<file path="src/rtl/add16_pkg.sv">
// Shared definitions for the 16-bit adder sequencing stage.
//   ADD_WIDTH : default operand/sum width of the gate-level adder
//   ST_*      : sequencer FSM state encodings
//   op_pair_t : one operand pair {a, b} as carried through the stage
package add16_pkg;

  localparam int unsigned ADD_WIDTH = 16;

  localparam logic [1:0] ST_IDLE   = 2'd0;
  localparam logic [1:0] ST_SETTLE = 2'd1;
  localparam logic [1:0] ST_HOLD   = 2'd2;

  typedef struct packed {
    logic [ADD_WIDTH-1:0] a;
    logic [ADD_WIDTH-1:0] b;
  } op_pair_t;

endpackage

</file>
<file path="src/rtl/add16_op_fifo.sv">
// Synchronous first-word-fall-through FIFO for operand pairs.
//   clk, rst        : clock, async active-high reset (empties the FIFO)
//   push_i, wdata_i : write request/data, ignored when full
//   pop_i, rdata_o  : read request, head-of-queue data (valid when !empty)
//   full_o, empty_o : registered occupancy flags
module add16_op_fifo #(
  parameter int unsigned DW    = 32,
  parameter int unsigned DEPTH = 4
) (
  input  logic          clk,
  input  logic          rst,
  input  logic          push_i,
  input  logic [DW-1:0] wdata_i,
  input  logic          pop_i,
  output logic [DW-1:0] rdata_o,
  output logic          full_o,
  output logic          empty_o
);

  localparam int unsigned AW = $clog2(DEPTH);

  logic [DW-1:0] mem_q [DEPTH];
  logic [AW-1:0] wptr_q, rptr_q;
  logic [AW:0]   count_q, count_d;
  logic          full_q, empty_q;
  logic          do_push, do_pop;

  assign do_push = push_i && !full_q;
  assign do_pop  = pop_i && !empty_q;

  // Occupancy after this edge
  always_comb begin
    count_d = count_q;
    if (do_push && !do_pop) count_d = count_q + 1'b1;
    if (do_pop && !do_push) count_d = count_q - 1'b1;
  end

  always_ff @(posedge clk or posedge rst) begin
    if (rst) begin
      wptr_q  <= '0;
      rptr_q  <= '0;
      count_q <= '0;
      full_q  <= 1'b0;
      empty_q <= 1'b1;
    end else begin
      if (do_push) wptr_q <= wptr_q + 1'b1;
      if (do_pop)  rptr_q <= rptr_q + 1'b1;
      count_q <= count_d;
      full_q  <= (count_d == (AW+1)'(DEPTH));
      empty_q <= (count_d == '0);
    end
  end

  // Storage needs no reset; pointers define validity
  always_ff @(posedge clk) begin
    if (do_push) mem_q[wptr_q] <= wdata_i;
  end

  assign rdata_o = mem_q[rptr_q];
  assign full_o  = full_q;
  assign empty_o = empty_q;

endmodule

</file>
<file path="src/rtl/add16_seq_ctrl.sv">
// Sequencer around a combinational gate-level adder: buffers operand pairs,
// launches each onto the adder, waits SETTLE_CYCLES, captures and checks the
// sum against a+b, and hands the result downstream.
//   in_valid/in_ready/in_a/in_b        : operand stream (in_ready = !full)
//   add_a/add_b -> adder -> add_o      : registered launch, combinational return
//   out_valid/out_ready/out_sum/out_err: result stream, out_err flags mismatch
//   err_count                          : saturating mismatch count since reset
module add16_seq_ctrl
  import add16_pkg::*;
#(
  parameter int unsigned WIDTH         = ADD_WIDTH,
  parameter int unsigned DEPTH         = 4,
  parameter int unsigned SETTLE_CYCLES = 2,
  parameter int unsigned ERRW          = 8
) (
  input  logic             clk,
  input  logic             rst,
  input  logic             in_valid,
  output logic             in_ready,
  input  logic [WIDTH-1:0] in_a,
  input  logic [WIDTH-1:0] in_b,
  output logic [WIDTH-1:0] add_a,
  output logic [WIDTH-1:0] add_b,
  input  logic [WIDTH-1:0] add_o,
  output logic             out_valid,
  input  logic             out_ready,
  output logic [WIDTH-1:0] out_sum,
  output logic             out_err,
  output logic [ERRW-1:0]  err_count
);

  localparam int unsigned CNTW = (SETTLE_CYCLES > 1) ? $clog2(SETTLE_CYCLES) : 1;

  logic [2*WIDTH-1:0] fifo_rdata;
  logic               fifo_full, fifo_empty;
  logic               pop_c, launch_c, mismatch_c;
  logic [WIDTH-1:0]   head_a, head_b;

  logic [1:0]         state_q, state_d;
  logic [CNTW-1:0]    cnt_q, cnt_d;
  logic [WIDTH-1:0]   add_a_q, add_a_d, add_b_q, add_b_d;
  logic [WIDTH-1:0]   ref_q, ref_d;
  logic               out_valid_q, out_valid_d;
  logic [WIDTH-1:0]   out_sum_q, out_sum_d;
  logic               out_err_q, out_err_d;
  logic [ERRW-1:0]    err_count_q, err_count_d;

  add16_op_fifo #(
    .DW    (2*WIDTH),
    .DEPTH (DEPTH)
  ) u_fifo (
    .clk     (clk),
    .rst     (rst),
    .push_i  (in_valid),
    .wdata_i ({in_a, in_b}),
    .pop_i   (pop_c),
    .rdata_o (fifo_rdata),
    .full_o  (fifo_full),
    .empty_o (fifo_empty)
  );

  assign head_a     = fifo_rdata[2*WIDTH-1:WIDTH];
  assign head_b     = fifo_rdata[WIDTH-1:0];
  assign mismatch_c = (add_o != ref_q);

  // Next-state, launch and capture logic
  always_comb begin
    state_d     = state_q;
    cnt_d       = cnt_q;
    add_a_d     = add_a_q;
    add_b_d     = add_b_q;
    ref_d       = ref_q;
    out_valid_d = out_valid_q;
    out_sum_d   = out_sum_q;
    out_err_d   = out_err_q;
    err_count_d = err_count_q;
    launch_c    = 1'b0;

    case (state_q)
      ST_IDLE: begin
        if (!fifo_empty) launch_c = 1'b1;
      end
      ST_SETTLE: begin
        if (cnt_q == '0) begin
          out_sum_d   = add_o;
          out_err_d   = mismatch_c;
          out_valid_d = 1'b1;
          if (mismatch_c && (err_count_q != {ERRW{1'b1}}))
            err_count_d = err_count_q + 1'b1;
          state_d = ST_HOLD;
        end else begin
          cnt_d = cnt_q - 1'b1;
        end
      end
      ST_HOLD: begin
        if (out_ready) begin
          out_valid_d = 1'b0;
          if (!fifo_empty) launch_c = 1'b1;
          else             state_d  = ST_IDLE;
        end
      end
      default: state_d = ST_IDLE;
    endcase

    // Launch: pop head, drive adder, remember reference sum (carry dropped)
    if (launch_c) begin
      add_a_d = head_a;
      add_b_d = head_b;
      ref_d   = head_a + head_b;
      cnt_d   = CNTW'(SETTLE_CYCLES - 1);
      state_d = ST_SETTLE;
    end
  end

  assign pop_c = launch_c;

  always_ff @(posedge clk or posedge rst) begin
    if (rst) begin
      state_q     <= ST_IDLE;
      cnt_q       <= '0;
      add_a_q     <= '0;
      add_b_q     <= '0;
      ref_q       <= '0;
      out_valid_q <= 1'b0;
      out_sum_q   <= '0;
      out_err_q   <= 1'b0;
      err_count_q <= '0;
    end else begin
      state_q     <= state_d;
      cnt_q       <= cnt_d;
      add_a_q     <= add_a_d;
      add_b_q     <= add_b_d;
      ref_q       <= ref_d;
      out_valid_q <= out_valid_d;
      out_sum_q   <= out_sum_d;
      out_err_q   <= out_err_d;
      err_count_q <= err_count_d;
    end
  end

  assign in_ready  = !fifo_full;
  assign add_a     = add_a_q;
  assign add_b     = add_b_q;
  assign out_valid = out_valid_q;
  assign out_sum   = out_sum_q;
  assign out_err   = out_err_q;
  assign err_count = err_count_q;

endmodule

</file>
<file path="config.mk">
export PLATFORM = sky130hd
export DESIGN_NAME = add16_seq_ctrl
export DESIGN_NICKNAME = d
export VERILOG_FILES = /design/src/rtl/add16_pkg.sv /design/src/rtl/add16_op_fifo.sv /design/src/rtl/add16_seq_ctrl.sv
export SDC_FILE = /design/constraint.sdc
export NUM_CORES = 1
export LEC_CHECK = 0
export BUFFER_PORTS_ARGS = -buffer_cell sky130_fd_sc_hd__buf_2
export CELL_PAD_IN_SITES_DETAIL_PLACEMENT = 2
export CELL_PAD_IN_SITES_GLOBAL_PLACEMENT = 2
export CORE_UTILIZATION = 41
export DETAILED_ROUTE_END_ITERATION = 12
export PLACE_DENSITY_LB_ADDON = 0.3
export SLEW_MARGIN = 25
export SYNTH_ARGS = -nofsm -noshare
export SYNTH_HDL_FRONTEND = slang
export SYNTH_SLANG_ARGS = --single-unit
export TNS_END_PERCENT = 30
</file>
<file path="constraint.sdc">
create_clock -name clk -period 3.3 [get_ports clk]
set_input_delay 0.165 -clock clk [delete_from_list [all_inputs] [get_ports clk]]
set_output_delay 0.165 -clock clk [all_outputs]
set_load 0.05 [all_outputs]
</file>
* After elaboration in Yosys (flattened, before gate mapping)
Memories as Yosys holds them, arrays and structs flattened. Index checks and enable logic that the tools add are counted.
Storage, ports and cells: input port bits 52, flip-flop bits (word level) 86, bits in writable memories 128, logic and storage cells 69, output and inout bits 59, memories 1
Operators by class: muxes and demuxes 18, bitwise operators 1, add/sub/neg operators 7, eq/ne operators 11, reductions and logical operators 17
Memory list:
- u_fifo.mem_q | depth 4, bits a word 32, read ports 1, clocked after memory_dff 0, write ports 1, RTL line add16_op_fifo.sv:22 | logic [DW-1:0] mem_q [DEPTH];
Operators with widths (number):
- 16-bit adder | 1
- 16-bit != test | 1
- 1-bit 2-to-1 mux | 9
- 8-bit by 1-bit adder with 8-bit output, second input constant | 1
- 2-bit 2-to-1 mux | 4
- 8-bit != test, second input constant | 1
- 3-bit 2-to-1 mux | 2
- 3-bit by 2-bit != test with 1-bit output, second input constant | 2
- 2-bit one-hot mux with 3 select lines | 1
- 3-bit AND reduction | 2
- 1-bit logical AND | 5
- 2-bit by 1-bit adder with 2-bit output, second input constant | 2
- 1-bit zero test | 4
- 2-bit != test, second input constant | 2
- 1-bit one-hot mux with 2 select lines | 2
- 4-bit AND reduction | 1
- 2-bit nonzero test | 2
- 3-bit by 1-bit adder with 3-bit output, second input constant | 1
- 3-bit equality test, second input constant | 1
- 3-bit zero test | 1
- 3-bit by 1-bit != test with 1-bit output, second input constant | 1
- 3-bit by 1-bit subtractor with 3-bit output, second input constant | 1
- 2-bit by 1-bit equality test with 1-bit output, second input constant | 1
- 2-bit equality test, second input constant | 1
- 5 further kinds | 5

* Depth between registers and ports, before layout
depth in word-level cells 9, gate-level depth with buffers 12, depth with buffers taken out 10

* Hierarchy
A second synthesis with hierarchy kept.
Second synthesis, totals: cells, all modules 631, area total of the unflattened synthesis 9052.4 um^2
By module, submodules not included:
- add16_op_fifo | area an instance 5153.7 um^2, seq. area each 4070.2 um^2, cells each 222, instances 1
- add16_seq_ctrl | area an instance 3898.7 um^2, seq. area each 1926.8 um^2, cells each 409, instances 1

* Worst setup path before layout
Ideal clock, no wire load.
kind reg2reg, from register u_fifo.rptr_q[0], to register ref_q[8], setup time 132 ps, period minus slack after synthesis 2946 ps, buffers on the path 2, required time 3168 ps, path slack 354 ps, cell stages (with the launch flop) 13, data arrival time 2814 ps, cell sequence dfrtp_1 -> buf_6 -> buf_2 -> mux4_2 -> ha_1 -> inv_1 -> fa_1 -> nor2b_1 -> o31a_1 -> or3_1 -> a31oi_1 -> xor2_1 -> o21ai_1
On the way: cells in the longest elaborated chain, start to end 2
RTL lines:
- from (decl) | RTL line add16_op_fifo.sv:23 | logic [AW-1:0] wptr_q, rptr_q;
- from (signal assigned) | RTL line add16_op_fifo.sv:47 | if (do_pop) rptr_q <= rptr_q + 1'b1;
- memory 4 x 32 bit
- via fifo_rdata[0] | RTL line add16_seq_ctrl.sv:34 | logic [2*WIDTH-1:0] fifo_rdata;
- 16-bit adder | RTL line add16_seq_ctrl.sv:109 | ref_d = head_a + head_b;
- to (signal assigned) | RTL line add16_seq_ctrl.sv:133 | ref_q <= ref_d;
- to (decl) | RTL line add16_seq_ctrl.sv:42 | logic [WIDTH-1:0] ref_q, ref_d;
The timed path passes the listed nets, and every way through them passes these cells. A chain may end at the register's enable or synchronous reset.

* Worst setup path in the final report
from register u_fifo.rptr_q[0], to register ref_q[15]
Same word-level chain as after synthesis.

==> out/results.txt <==
Dividing the detail-routed wire length by the instance count gives 22.7 µm. Highest cell delay on the worst timing path: 0.57 ns. The repair_antennas step left the layout with diodes totalling 0. The run gives 5536 as the count of vias placed by the detailed router. The tools report the remaining global-route overflow as 0.

Length of the first detailed-routing pass in iterations: 4. The fraction of final layout cells sized beyond drive strength 1 was 27.3%; the area fraction in and, or, nand and nor cells after synthesis was 8.27%. The tools report the total clock sinks as 214. Synthesis produced 591 cells. The critical path class was flip-flop to flip-flop.

Global routing used 22.5% of the available tracks. The wire length of the first global-routing pass was 37.3 mm. The flow ran to the end, and the final reports show no timing, DRC or antenna violations.

Dividing the synthesized area by the synthesized cell count gives 15.1 µm². Ranked by instance count, the synthesized netlist is headed by 128 x sky130_fd_sc_hd__edfxtp_1, 123 x sky130_fd_sc_hd__nand2_1, 85 x sky130_fd_sc_hd__dfrtp_1. The count of input and output buffers is 110. The most area-hungry cell type in the Yosys netlist was sky130_fd_sc_hd__edfxtp_1. The share of the synthesized area in the top cell type is 43.0%, and the required time of the critical path is 3.66 ns. At the later pin of the worst-skew pair, clock insertion delay measures 0.52 ns.

The run gives 24.0 mm as the aggregate routed wire length. In the synthesized netlist the dominant register cell turns out to be sky130_fd_sc_hd__edfxtp_1. Ratio of final minimum period to clock period: 93.8%.

The worst setup path is captured at a flip-flop. The number of clock buffers inserted by TritonCTS is 23, and the synthesized-area fraction occupied by ao, oa, aoi and oai cells is 5.17%. The number of max-slew violations in the final report was 0. For this run, the register share of the synthesized area comes to 67.2%.

For this run, the top clock speed supported by timing is 0.323 GHz. The initial antenna violation count is 0, and the multiplexer share of the synthesized area is 10.3%. By area, the combinational part of the netlist is dominated by multiplexers. The largest individual stage delay along the critical path comes from the cell sky130_fd_sc_hd__mux4_2. For the number of global-route vias before repair, the log shows 6437.

In this run the worst hold path is classified as input port to flip-flop. The initial core utilization came out at 42.2%. The kind of cell with the highest combined delay along the critical path is compound AO/OA/AOI/OAI gates.

From left edge to right edge, the die measures 150 µm. In this run the worst setup path begins at u_fifo.rptr_q[0]. By area the synthesized netlist is led by sky130_fd_sc_hd__edfxtp_1 43%, sky130_fd_sc_hd__dfrtp_1 24%, sky130_fd_sc_hd__mux4_2 8.1%, sky130_fd_sc_hd__nand2_1 5.2%, sky130_fd_sc_hd__xnor2_1 3.1%. The signal on the critical path passes through buf_12 -> mux4_2 -> ha_1 -> a21oi_1 -> o22ai_1 -> a311oi_2 -> a31oi_1 -> mux2i_1 -> o311ai_1.

After layout, the worst setup slack is 0.203 ns. Dividing the detail-routed via count by the number of cells gives 5.23. The run gives 214 as the initial DRC count. After floorplanning, the core was divided into 53 placement rows. At the pin with the least slew margin, the transition time is 0.945 ns. STA classifies the critical path startpoint as a flip-flop. In this run the clock root is driven by a sky130_fd_sc_hd__clkbuf_16. The finished cells cover 11100 µm². The layout overhead on the synthesized area was 24.4%; the share of flip-flops with an asynchronous set or reset after synthesis was 40.2%. Summing every instance area after synthesis gives 8930 µm². The startpoint identified for the worst register-to-register timing path is u_fifo.rptr_q[0]. Standard cell core area: 21200 µm². Post-CTS repair changed the size of 0 cells. Of the total synthesized cell area, the portion taken by full adders, half adders and majority gates is 3.31%. Entering global routing, the biggest net connects 62 pins. No sink is reached through more buffers than the 3 on the longest clock path. The number of endpoints failing setup at the final stage is 0, and the routability congestion estimate is 0.782. Before CTS, the worst setup slack after placement is 0.221 ns. Between clock sinks in the finished design, the worst skew comes to 0.0137 ns. After synthesis, the netlist uses 55 different library cells. The die is 150 µm tall.

The logs give 841 for the post-layout net count and 36.8% for the relative slew slack. In this run the post-CTS setup repair buffer count came out at 0. Hold is met by 0.0231 ns. Synthesis produced a netlist with a net count of 666. The number of buffer and inverter instances along the worst setup path is 1.

The die covers 22400 µm². After detailed routing, the number of remaining DRC violations is 0. The number of synthesized flops with an enable pin is 128, and the number of flip-flops and latches in the synthesized netlist is 214. The clock period minus final worst setup slack came out at 3.10 ns. The run gives 0 as the final hold violation count. For the boundary pin count, the log shows 111. The total number of yosys warnings was 0. The tool flagged a number of max-cap violations equal to 0.

The total number of H-tree levels was 1. The library cell with the highest instance count after synthesis was sky130_fd_sc_hd__edfxtp_1. For the final routed database, the setup TNS stands at 0 ns.

Setup repair after global routing left no endpoint under its margin. For the worst setup path, the data arrival time is 3.45 ns. TritonCTS built the clock tree. The total placed instance area is 9840 µm², and the clock-pin slew on the worst setup and hold paths is 0.06 ns. In this run the worst path has a maximum fanout of 28. The post-detailed-route count of antenna-violating nets was 0; the xor/xnor share of the synthesized area was 4.01%. The tools report the filler cell count in the final layout as 1931.

For the placed wire-length estimate, the log shows 15.4 mm. In this run the most critical hold path is launched from out_ready.
[placed cells by master (no fill, tap or decap), types with 8 or more instances in the layout]
cell / count
sky130_fd_sc_hd__a21oi_1: 8
sky130_fd_sc_hd__buf_2: 110
sky130_fd_sc_hd__buf_4: 12
sky130_fd_sc_hd__clkbuf_1: 8
sky130_fd_sc_hd__clkbuf_16: 23
sky130_fd_sc_hd__dfrtp_1: 84
sky130_fd_sc_hd__dlygate4sd3_1: 49
sky130_fd_sc_hd__edfxtp_1: 128
sky130_fd_sc_hd__ha_1: 22
sky130_fd_sc_hd__inv_1: 11
sky130_fd_sc_hd__mux2_1: 8
sky130_fd_sc_hd__mux2_2: 9
sky130_fd_sc_hd__mux4_2: 32
sky130_fd_sc_hd__nand2_1: 123
sky130_fd_sc_hd__nand4_1: 11
sky130_fd_sc_hd__o21ai_1: 19
sky130_fd_sc_hd__xnor2_1: 32
[kinds of logic after synthesis]
kind of cell	after synthesis
multiplexers	50
flip-flops	214
AND/OR/NAND/NOR	164
AO/OA/AOI/OAI	65
buffers and inverters	35
adder cells (fa/ha/maj)	23
XOR/XNOR	40
[per-layer routing]
layer | global-route usage, % | share of wire, % | vias to the layer above
met1 | 27.5 | 41 | 2836
li1 | - | - | 2519
met4 | 6.28 | 2.3 | 0
met3 | 3.23 | 4.3 | 44
met5 | 0 | 0 | -
met2 | 41.1 | 52 | 137
[sequential cells by signal, summed over array words and instances (netlist names)]
name / count
state_q: 2
add_b: 16
err_count: 8
u_fifo.rptr_q: 2
u_fifo.wptr_q: 2
u_fifo.empty_o: 1
u_fifo.full_o: 1
u_fifo.count_q: 3
out_sum: 16
ref_q: 16
out_valid: 1
cnt_q: 1
add_a: 16
out_err: 1
u_fifo.mem_q: 128
[layout make-up]
type | count | area, µm² | share of cell area [%]
clock buffer | 33 | 633 | 5.70
clock inverter | 9 | 146 | 1.32
inverter | 13 | 50.0 | 0.451
multi-input combinational | 342 | 2780 | 25.1
sequential | 214 | 6000 | 54.0
tap | 275 | 344 | 3.10
timing repair buffer | 172 | 1150 | 10.4
[through the flow]
step           utilization, %  std cells
2_1_floorplan               -        591
3_3_place_gp             46.5        967
3_5_place_dp             46.5        967
4_1_cts                  52.5       1058
5_1_grt                  52.5       1058
6_report                 52.5       1058
[path summary, 6_finish.rpt]
kind,slack [ns],cells after the start,to
max,0.20,9,ref_q[15]
max in group asynchronous,2.10,4,err_count[2]
max reg2reg,0.20,9,ref_q[15]
min reg2reg,0.47,2,add_a[6]
min,0.02,4,state_q[1]
min in group asynchronous,0.36,3,out_sum[10]
[repair_timing]
item | CTS | global route
hold buffers | 49 | 0
hold endpoints to repair | 189 | 0
endpoints found under the setup margin | 0 | 0
[tightest hold or removal path, stage by stage]
cell and delay (ns):
sky130_fd_sc_hd__buf_2 0.12, sky130_fd_sc_hd__inv_1 0.06, sky130_fd_sc_hd__nand2_1 0.06, sky130_fd_sc_hd__o21ai_0 0.07
Power is left out: the tool's default activity adds up to more than one toggle a clock period on the data nets, which glitch-free logic cannot reach.
